### config.mk
export PLATFORM = sky130hd
export DESIGN_NAME = fifo_burst_writer
export DESIGN_NICKNAME = d
export VERILOG_FILES = /design/src/rtl/fifo_burst_writer.sv
export SDC_FILE = /design/constraint.sdc
export NUM_CORES = 1
export LEC_CHECK = 0
export CORE_ASPECT_RATIO = 0.9
export CORE_MARGIN = 5
export CORE_UTILIZATION = 40
export CTS_CLUSTER_DIAMETER = 80
export DETAILED_ROUTE_END_ITERATION = 8
export PLACE_DENSITY = 0.69
export SETUP_SLACK_MARGIN = 0.1
export SYNTH_ARGS = -nofsm -noshare
export SYNTH_HDL_FRONTEND = slang
export SYNTH_SLANG_ARGS = --single-unit
export TNS_END_PERCENT = 30
### constraint.sdc
create_clock -name wclk -period 1.9 [get_ports wclk]
set_input_delay 0.475 -clock wclk [delete_from_list [all_inputs] [get_ports wclk]]
set_output_delay 0.475 -clock wclk [all_outputs]
set_load 0.05 [all_outputs]
### src/rtl/fifo_burst_writer.sv
// Write-side burst producer for the async FIFO: turns burst commands into
// winc/wdata pattern streams, honours wfull and keeps write/stall statistics.
module fifo_burst_writer #(
    parameter int unsigned         DATASIZE  = 8,
    parameter int unsigned         LENW      = 8,
    parameter logic [DATASIZE-1:0] LFSR_TAPS = DATASIZE'(8'hB8)
) (
    input  logic                wclk,
    input  logic                wrst_n,
    input  logic                cmd_valid,
    output logic                cmd_ready,
    input  logic [LENW-1:0]     cmd_len,
    input  logic [1:0]          cmd_mode,
    input  logic [DATASIZE-1:0] cmd_seed,
    input  logic                abort,
    output logic                winc,
    output logic [DATASIZE-1:0] wdata,
    input  logic                wfull,
    output logic                busy,
    output logic                done,
    output logic                aborted,
    output logic [31:0]         words_total,
    output logic [15:0]         stall_cnt
);

    typedef enum logic [1:0] {
        IDLE  = 2'd0,
        WRITE = 2'd1,
        DONE  = 2'd2
    } state_t;

    state_t              state_q, state_d;
    logic [LENW-1:0]     remaining_q, remaining_d;
    logic [1:0]          mode_q, mode_d;
    logic [DATASIZE-1:0] wdata_q, wdata_d;
    logic                aborted_q, aborted_d;
    logic [31:0]         words_total_q, words_total_d;
    logic [15:0]         stall_cnt_q, stall_cnt_d;
    logic                accept;

    // Next word of the selected data pattern
    function automatic logic [DATASIZE-1:0] next_word(input logic [1:0]          mode,
                                                      input logic [DATASIZE-1:0] w);
        case (mode)
            2'd0:    return w + DATASIZE'(1);
            2'd1:    return w;
            2'd2:    return {w[DATASIZE-2:0], ^(w & LFSR_TAPS)};
            default: return {w[DATASIZE-2:0], w[DATASIZE-1]};
        endcase
    endfunction

    always_ff @(posedge wclk or negedge wrst_n) begin
        if (!wrst_n) begin
            state_q       <= IDLE;
            remaining_q   <= '0;
            mode_q        <= '0;
            wdata_q       <= '0;
            aborted_q     <= 1'b0;
            words_total_q <= '0;
            stall_cnt_q   <= '0;
        end else begin
            state_q       <= state_d;
            remaining_q   <= remaining_d;
            mode_q        <= mode_d;
            wdata_q       <= wdata_d;
            aborted_q     <= aborted_d;
            words_total_q <= words_total_d;
            stall_cnt_q   <= stall_cnt_d;
        end
    end

    always_comb begin
        state_d       = state_q;
        remaining_d   = remaining_q;
        mode_d        = mode_q;
        wdata_d       = wdata_q;
        aborted_d     = aborted_q;
        words_total_d = words_total_q;
        stall_cnt_d   = stall_cnt_q;
        accept        = (state_q == WRITE) && !wfull;

        if (accept) begin
            words_total_d = words_total_q + 32'd1;
        end
        if ((state_q == WRITE) && wfull && (stall_cnt_q != 16'hFFFF)) begin
            stall_cnt_d = stall_cnt_q + 16'd1;
        end

        case (state_q)
            IDLE: begin
                aborted_d = 1'b0;
                if (cmd_valid) begin
                    remaining_d = cmd_len;
                    mode_d      = cmd_mode;
                    // An all-zero seed would lock up the LFSR and walking-one patterns
                    wdata_d     = (cmd_mode[1] && (cmd_seed == '0)) ? DATASIZE'(1) : cmd_seed;
                    state_d     = (cmd_len != '0) ? WRITE : DONE;
                end
            end
            WRITE: begin
                if (accept) begin
                    remaining_d = remaining_q - LENW'(1);
                    wdata_d     = next_word(mode_q, wdata_q);
                end
                // A final accept wins over a simultaneous abort
                if (accept && (remaining_q == LENW'(1))) begin
                    state_d = DONE;
                end else if (abort) begin
                    state_d   = DONE;
                    aborted_d = 1'b1;
                end
            end
            DONE: begin
                aborted_d = 1'b0;
                state_d   = IDLE;
            end
            default: begin
                state_d = IDLE;
            end
        endcase
    end

    assign cmd_ready   = (state_q == IDLE);
    assign winc        = (state_q == WRITE);
    assign busy        = (state_q == WRITE);
    assign done        = (state_q == DONE);
    assign wdata       = wdata_q;
    assign aborted     = aborted_q;
    assign words_total = words_total_q;
    assign stall_cnt   = stall_cnt_q;

endmodule

==> impl_metrics.py, run 1 <==
metrics = {
    "run_status": {
        "status": "finished clean",
    },
    "sta": {
        "setup_viol": 0,
        "fmaxAchievable_mhz": 535,
        "finalHoldViolCount": 0,
        "grt_setup_unrepaired": "true",
        "finalCriticalPeriod_ns": 1.87,
        "maxSlewViolCount": 0,
        "timing.final.crit_share_pct": 98.4,
        "relSlewSlack_pct": 72.9,
        "final.setup_skew_ns": 0.00676,
        "worst_slew_pin_slew_ns": 0.400,
    },
    "global_route": {
        "grt_max_degree": 70,
        "grtUsageTotal_pct": 16.5,
        "use_met3_pct": 5.52,
        "grt_pass1_wl_um": 14300,
        "antenna_found_initial": 0,
        "grt_use_met1_pct": 22.3,
        "grtUsageMet2_pct": 25.7,
        "grt_overflow": 0,
        "grt_pass1_vias": 3016,
        "busiest_layer": "met2",
    },
    "clocking": {
        "cts-htree-levels": 3,
        "cts_tree": "yes",
        "cts_made_buffers": 9,
        "path_clk_slew_ns": 0.08,
        "cts.sinks": 69,
        "holdBufCountCts": 0,
        "clk_latency_ns": 0.35,
        "cts_max_path_buffers": 2,
        "cts-root-buf": "clkbuf_8",
    },
    "synth": {
        "ys_top_cells_by_count": "dfrtp_1, nand2_1, xnor2_1",
        "netlist.area_leader.share_pct": 48.3,
        "synth.largest_area_cell": "dfrtp_1",
        "yosys.cell_types.count": 54,
        "syn_area_um2": 3570,
        "ys_ff_latch": 69,
        "seq_area_frac_synth_pct": 48.3,
        "postSynthCellCount": 355,
        "async_flop_share_pct": 100,
        "yosysWarnings": 0,
        "syn_avg_cell_area_um2": 10.1,
        "synth_flop_cell": "dfrtp_1",
        "synth.most_common_cell": "dfrtp_1",
        "synth_area_leaders": "dfrtp_1, xnor2_1, nand2_1",
        "synth_edf_count": 0,
        "synth.net_count": 384,
    },
    "floorplanning": {
        "num_io_pins": 84,
        "start_util_pct": 41.3,
        "die_y_um": 99.7,
        "die_w_um": 110,
        "die_area_um2": 10900,
        "core_um2": 8650,
        "rows": 32,
    },
    "place": {
        "numPortBuffers": 83,
        "dpl.hpwl_um": 6440,
        "place_inst": 584,
        "gp_congestion": 0.846,
    },
    "cells_and_area": {
        "diodes": 0,
        "nFillCells": 782,
        "fin_util_pct": 58.6,
        "layoutNonFillerInstCount": 603,
        "drive_above_1_share_pct": 35.7,
        "fin_nets": 508,
        "syn_to_final_growth_pct": 41.7,
    },
    "min_path": {
        "worstHoldPathType": "in -> async",
    },
    "worst_setup_path": {
        "cp_data_arrival_time_ns": 2.11,
        "critPathKind": "reg -> reg",
        "critPathMaxFanout": 7,
        "end_kind": "flip-flop",
        "cp_data_required_time_ns": 2.14,
        "start_kind": "flip-flop",
    },
    "route": {
        "vias": 3068,
        "drc_errors": 0,
        "routedWlPerCell_um": 14.3,
        "vias_per_cell": 5.09,
        "wirelength_um": 8590,
        "first_pass_iters": 4,
        "first_iter_violations": 149,
        "antenna_left": 0,
    },
    "pwr": {
        "p_per_area_nw_per_um2": 1480,
        "ir_drop_v": 0.00116,
        "leakagePower_uw": 0.00231,
    },
    "run": {
        "drv_cap": 0,
    },
}
layout by cell type (no fill, tap or decap), types with 14 or more instances in the layout:
| cell | instances |
|---|---|
| a21oi_1 | 24 |
| buf_4 | 96 |
| clkdlybuf4s50_1 | 20 |
| dfrtp_1 | 44 |
| dfrtp_2 | 25 |
| nand2_1 | 36 |
| nor2_1 | 27 |
| o21ai_0 | 19 |
| xnor2_1 | 34 |
| xor2_1 | 14 |
power breakdown:
group	total, uW	internal, uW	switching, uW
Clock	1340	745	598
Sequential	2270	1820	443
Combinational	3890	1680	2210
Total	7500	4250	3250
state kept, by name, indices dropped and copies added, names as in the netlist:
register	count
aborted	1
wdata	8
mode_q	2
state_q	2
remaining_q	8
stall_cnt	16
words_total	32
path summary, 6_finish.rpt:
kind	startpoint	end	slack, ns	cells after the start
setup / recovery	stall_cnt[1]	stall_cnt[1]	0.03	5
max in group asynchronous	wrst_n	words_total[7]	1.45	2
min in group wclk	words_total[31]	words_total[31]	0.47	1
hold reg to reg	words_total[31]	words_total[31]	0.47	1
hold / removal	wrst_n	stall_cnt[10]	0.14	2
setup reg to reg	stall_cnt[1]	stall_cnt[1]	0.03	5
metrics by stage:
step | total power, uW | instance area (um2) | setup WS, ns | TNS (ns) | hold slack (ns)
2_1_floorplan | 4600 | 3640 | -0.115 | -0.305 | 0.179
3_3_place_gp | 5960 | 4790 | -0.381 | -13.18 | 0.468
3_5_place_dp | 6040 | 4790 | -0.437 | -14.43 | 0.471
4_1_cts | 7450 | 5020 | 0.0339 | 0 | 0.141
5_1_grt | 7980 | 5060 | 0.000627 | 0 | 0.162
6_report | 7500 | 5060 | 0.0300 | 0 | 0.138
layer usage:
metal / part of all wire (%) / vias to the layer above
met5: 0 / -
met4: 0.78 / 0
met3: 6.8 / 7
met2: 47 / 88
met1: 46 / 1466
li1: - / 1507
kinds of logic (layout without fill, tap and decap cells):
kind of cell / Yosys count / in the layout / synth area share, %
adder cells (fa/ha/maj): 6 / 6 / 2.10
AO/OA/AOI/OAI: 63 / 63 / 10.9
flip-flops: 69 / 69 / 48.3
multiplexers: 8 / 8 / 2.56
XOR/XNOR: 49 / 49 / 12.0
AND/OR/NAND/NOR: 139 / 139 / 21.6
buffers and inverters: 21 / 150 / 2.52
timing repair:
item / in CTS / in global routing
buffers inserted: 0 / 3
gates cloned: 0 / 0
setup endpoints to repair: 32 / 10
gates resized for setup: 6 / 4
pin swaps: 0 / 0
layout make-up:
| cell class | instances | area, um2 | share of cell area [%] |
|---|---|---|---|
| Tap cell | 119 | 149 | 2.94 |
| Timing Repair Buffer | 126 | 1090 | 21.4 |
| Multi-Input combinational cell | 265 | 1820 | 35.9 |
| Sequential cell | 69 | 1760 | 34.7 |
| Clock inverter | 7 | 97.6 | 1.93 |
| Inverter | 8 | 30.0 | 0.593 |
| Clock buffer | 9 | 124 | 2.45 |
worst max-delay path, stage by stage, from the launching register on:
cell and delay, ns:
dfrtp_2 0.41, ha_4 0.17, nand2_4 0.05, or4_4 0.44
o311a_4 0.39, mux2_4 0.31
Note: power is estimated with default switching activity, not from simulation.
==> run 2: changes to the inputs <==
CORE_UTILIZATION = 45   (was 40)
PLACE_DENSITY = 0.76   (was 0.69)
==> impl_metrics.py, run 2 (synthesized netlist as in run 1, its figures left out) <==
metrics = {
    "run_status": {
        "status": "finished clean",
    },
    "global_route": {
        "grt_max_degree": 30,
        "grt_overflow": 0,
        "grt_pass1_wl_um": 15600,
        "grt_pass1_vias": 3117,
        "grtUsageTotal_pct": 19.4,
        "antenna_found_initial": 0,
    },
    "route": {
        "wl_met2_um": 4630,
        "routedWlPerCell_um": 16.0,
        "vias": 3126,
        "wl_met3_um": 472,
        "vias_per_cell": 5.36,
        "wl_met1_um": 4160,
        "drc_errors": 0,
        "antenna_left": 0,
        "wirelength_um": 9350,
        "first_pass_iters": 4,
        "first_iter_violations": 115,
        "top_layer": "met4",
    },
    "cells_and_area": {
        "stdcell_area_um2": 5160,
        "largest_register_ff_count": 32,
        "layoutNonFillerInstCount": 583,
        "nFillCells": 621,
        "diodes": 0,
        "final_cell_mix": "buf_4, dfrtp_1, nand2_1",
        "syn_to_final_growth_pct": 44.3,
        "drive_above_1_share_pct": 38.2,
        "final_common_cell": "buf_4",
        "fin_nets": 511,
        "fin_util_pct": 67.3,
    },
    "clocking": {
        "cts_tree": "yes",
        "cts_made_buffers": 9,
        "cts-root-buf": "clkbuf_8",
        "clk_latency_ns": 0.35,
        "holdBufCountCts": 0,
        "path_clk_slew_ns": 0.08,
        "cts-htree-levels": 3,
        "cts.sinks": 69,
        "cts_max_path_buffers": 2,
    },
    "worst_setup_path": {
        "cp_top_family": "simple AND/OR/NAND/NOR gates",
        "critPathKind": "reg -> reg",
        "cp_slowest_cell": "or4_4",
        "end_kind": "flip-flop",
        "crit_chain": "nand4_1 > or4_4 > o311a_4 > mux2_4",
        "cp_data_arrival_time_ns": 2.08,
        "cp_data_required_time_ns": 2.13,
        "crit_buf_inv": 0,
        "start_kind": "flip-flop",
        "crit_path_max_incr_delay_ns": 0.56,
        "critPathMaxFanout": 6,
    },
    "sta": {
        "fmaxAchievable_mhz": 540,
        "grt_setup_unrepaired": "true",
        "setup_viol": 0,
        "maxSlewViolCount": 0,
        "timing.final.crit_share_pct": 97.4,
        "worst_slew_pin_slew_ns": 0.460,
        "finalHoldViolCount": 0,
        "relSlewSlack_pct": 69.3,
        "setup_slack_ns": 0.0488,
        "whs_ns": 0.0658,
        "finalCriticalPeriod_ns": 1.85,
        "final.setup_skew_ns": 0.0107,
    },
    "floorplanning": {
        "num_io_pins": 84,
        "die_w_um": 104,
        "core_um2": 7660,
        "die_y_um": 94.5,
        "rows": 30,
        "die_area_um2": 9830,
        "start_util_pct": 46.7,
    },
    "place": {
        "dpl.hpwl_um": 6790,
        "dpl_cell_area_um2": 4760,
        "gp_congestion": 0.826,
        "dp_slack_ns": -0.366,
        "place_inst": 561,
        "numPortBuffers": 83,
    },
    "pwr": {
        "ir_drop_v": 0.00134,
        "leakagePower_uw": 0.00243,
        "p_per_area_nw_per_um2": 1470,
    },
    "run": {
        "drv_cap": 0,
    },
    "min_path": {
        "worstHoldPathType": "in -> async",
    },
}
run 2: cell types whose count changed in the layout (fill, tap and decap cells not counted), moves of 2 or more:
cell / change
nand2_4: +4
xnor2_1: -5
and3_1: -2
nand2_1: -3
clkinv_4: +2
buf_6: +3
xnor2_2: +5
inv_6: -2
and3_4: +2
run 2: final timing paths:
kind / startpoint / slack (ns) / cells past startpoint / endpoint
max: stall_cnt[14] / 0.05 / 4 / stall_cnt[1]
min: wrst_n / 0.07 / 1 / stall_cnt[12]
max reg2reg: stall_cnt[14] / 0.05 / 4 / stall_cnt[1]
min reg2reg: words_total[31] / 0.48 / 1 / words_total[31]
max in group asynchronous: wrst_n / 1.12 / 2 / stall_cnt[1]
min in group wclk: words_total[31] / 0.48 / 1 / words_total[31]
run 2: what timing repair did:
action	CTS	global route
gates resized for setup	10	23
setup endpoints to repair	23	15
pin swaps	2	8
setup buffers	1	5
hold endpoints to repair	0	0
run 2: power breakdown:
| group | switching (uW) | internal, uW |
|---|---|---|
| Clock | 582 | 645 |
| Sequential | 475 | 1820 |
| Combinational | 2280 | 1770 |
run 2: stage by stage:
step                      power, uW  setup TNS [ns]
after global routing           8050               0
after global placement         5920           -8.44
final                          7570               0
after CTS                      7420               0
after detailed placement       6050          -10.27
after floorplan                4600          -0.305
run 2: per-layer routing:
| metal | up-vias | GRT usage, % |
|---|---|---|
| met5 | - | 0 |
| met4 | 0 | 4.21 |
| met3 | 6 | 5.88 |
| met2 | 74 | 32.2 |
| met1 | 1532 | 25.4 |
| li1 | 1514 | - |
run 2: cell type report:
cell class              count  area, um2  area share (%)
multi-input cells         265       1910            37.1
flip-flops and latches     69       1760            34.1
repair buffers            129       1130            22.0
clock buffers              11        141            2.74
well taps                  96        120            2.33
clock inverters             5       60.1            1.16
inverters                   8       32.5           0.631
==> run 3: changes to the inputs <==
PLACE_DENSITY = default   (was 0.76)
PLACE_DENSITY_LB_ADDON = 0.12   (was default)
==> impl_metrics.py, run 3 (synthesized netlist as in run 1, its figures left out) <==
metrics = {
    "worst_setup_path": {
        "reg2reg_to": "stall_cnt[1]",
        "reg2reg_from": "stall_cnt[1]",
        "cp_slowest_cell": "dfrtp_2",
        "reg2regPathDepth": 5,
        "critPathKind": "reg -> reg",
        "critPathMaxFanout": 7,
        "r2r_setup_slack_ns": 0.06,
        "cp_data_required_time_ns": 2.13,
        "crit_chain": "ha_4 > nand2_4 > or4_4 > o311a_4 > mux2_4",
        "end_kind": "flip-flop",
        "crit_path_max_incr_delay_ns": 0.42,
        "cp_top_family": "simple AND/OR/NAND/NOR gates",
        "cp_data_arrival_time_ns": 2.07,
        "crit_buf_inv": 0,
        "start_kind": "flip-flop",
    },
    "sta": {
        "finalSetupTns_ns": 0,
        "setup_viol": 0,
        "timing.final.crit_share_pct": 97.0,
        "finalCriticalPeriod_ns": 1.84,
        "worst_slew_pin_slew_ns": 0.394,
        "fmaxAchievable_mhz": 543,
        "grt_setup_unrepaired": "true",
        "final.setup_skew_ns": 0.0117,
        "maxSlewViolCount": 0,
        "finalHoldViolCount": 0,
        "relSlewSlack_pct": 73.5,
    },
    "clocking": {
        "cts-root-buf": "clkbuf_8",
        "path_clk_slew_ns": 0.07,
        "cts-htree-levels": 3,
        "clk_latency_ns": 0.34,
        "cts_max_path_buffers": 2,
        "cts_tree": "yes",
        "cts.sinks": 69,
        "cts_made_buffers": 9,
    },
    "pwr": {
        "power_uw": 7440,
        "ir_drop_v": 0.00160,
        "p_per_area_nw_per_um2": 1490,
        "leakagePower_uw": 0.00230,
    },
    "cells_and_area": {
        "nFillCells": 638,
        "final_cell_mix": "buf_4, dfrtp_1, nand2_1",
        "largest_register_ff_count": 32,
        "final_common_cell": "buf_4",
        "syn_to_final_growth_pct": 39.8,
        "drive_above_1_share_pct": 34.7,
        "fin_nets": 503,
        "fin_util_pct": 65.3,
        "diodes": 0,
    },
    "floorplanning": {
        "rows": 30,
        "die_area_um2": 9830,
        "die_y_um": 94.5,
        "start_util_pct": 46.7,
        "die_w_um": 104,
        "num_io_pins": 84,
        "core_um2": 7660,
    },
    "global_route": {
        "antenna_found_initial": 0,
        "grtUsageTotal_pct": 17.7,
        "use_met3_pct": 4.37,
        "grt_pass1_vias": 2970,
        "grt_use_met1_pct": 23.3,
        "grt_overflow": 0,
        "grtUsageMet2_pct": 29.1,
        "grt_pass1_wl_um": 14300,
        "grt_max_degree": 70,
        "busiest_layer": "met2",
    },
    "route": {
        "wirelength_um": 8440,
        "routedWlPerCell_um": 14.7,
        "drc_errors": 0,
        "antenna_left": 0,
        "first_pass_iters": 4,
        "first_iter_violations": 126,
        "vias_per_cell": 5.35,
        "vias": 3075,
    },
    "place": {
        "gp_congestion": 0.876,
        "dpl.hpwl_um": 6290,
        "numPortBuffers": 83,
    },
    "run_status": {
        "status": "finished clean",
    },
    "run": {
        "drv_cap": 0,
    },
    "min_path": {
        "worstHoldPathType": "in -> async",
    },
}
## run 3: worst reg2reg max path: cells and delay by family, from the launching register on
family	cells	cell delay, ns
multiplexers	1	0.31
AND/OR/NAND/NOR	2	0.46
flip-flops	1	0.42
adder cells (fa/ha/maj)	1	0.17
AO/OA/AOI/OAI	1	0.38
## run 3: how the worst max path moves through the flow
stage                       startpoint               to  cells after the start
after floorplan           stall_cnt[0]     stall_cnt[1]                      5
after global placement           wfull  words_total[29]                      6
after detailed placement         wfull  words_total[29]                      6
after CTS                   state_q[0]             done                      3
after global routing      stall_cnt[1]     stall_cnt[1]                      5
final                     stall_cnt[1]     stall_cnt[1]                      5
## run 3: power breakdown
part,leakage [uW],total [uW],internal [uW],switching (uW)
logic,0.00130,3760,1550,2210
registers,0.000866,2220,1820,392
clock network,0.000127,1460,908,552
total,0.00230,7440,4280,3160
## run 3: timing repair
action                     CTS  global route
pin swaps                    2             1
setup endpoints to repair   16            11
gates resized for setup      6             3
hold buffers                 0             0
gates cloned                 0             0
buffers inserted             1             1
## run 3: layer usage
metal | share of wire (%) | vias to the layer above
li1 | - | 1506
met1 | 46 | 1479
met2 | 48 | 82
met3 | 5.4 | 8
met4 | 1.3 | 0
met5 | 0 | -
## run 3: cell type report
cell class | count | area (um2) | area share [%]
clock inverter | 6 | 109 | 2.18
sequential | 69 | 1760 | 35.2
clock buffer | 10 | 138 | 2.75
timing repair buffer | 121 | 1030 | 20.7
multi-input combinational | 265 | 1810 | 36.2
inverter | 8 | 32.5 | 0.651
tap | 96 | 120 | 2.40
## run 3: stage by stage
| step | setup slack (ns) | instances | area [um2] | hold WS, ns |
|---|---|---|---|---|
| 2_1_floorplan | -0.115 | 355 | 3640 | 0.179 |
| 3_3_place_gp | -0.341 | 557 | 4710 | 0.465 |
| 3_5_place_dp | -0.387 | 557 | 4710 | 0.464 |
| 4_1_cts | 0.0211 | 574 | 4980 | 0.152 |
| 5_1_grt | 0.0190 | 575 | 5000 | 0.162 |
| 6_report | 0.0576 | 575 | 5000 | 0.135 |
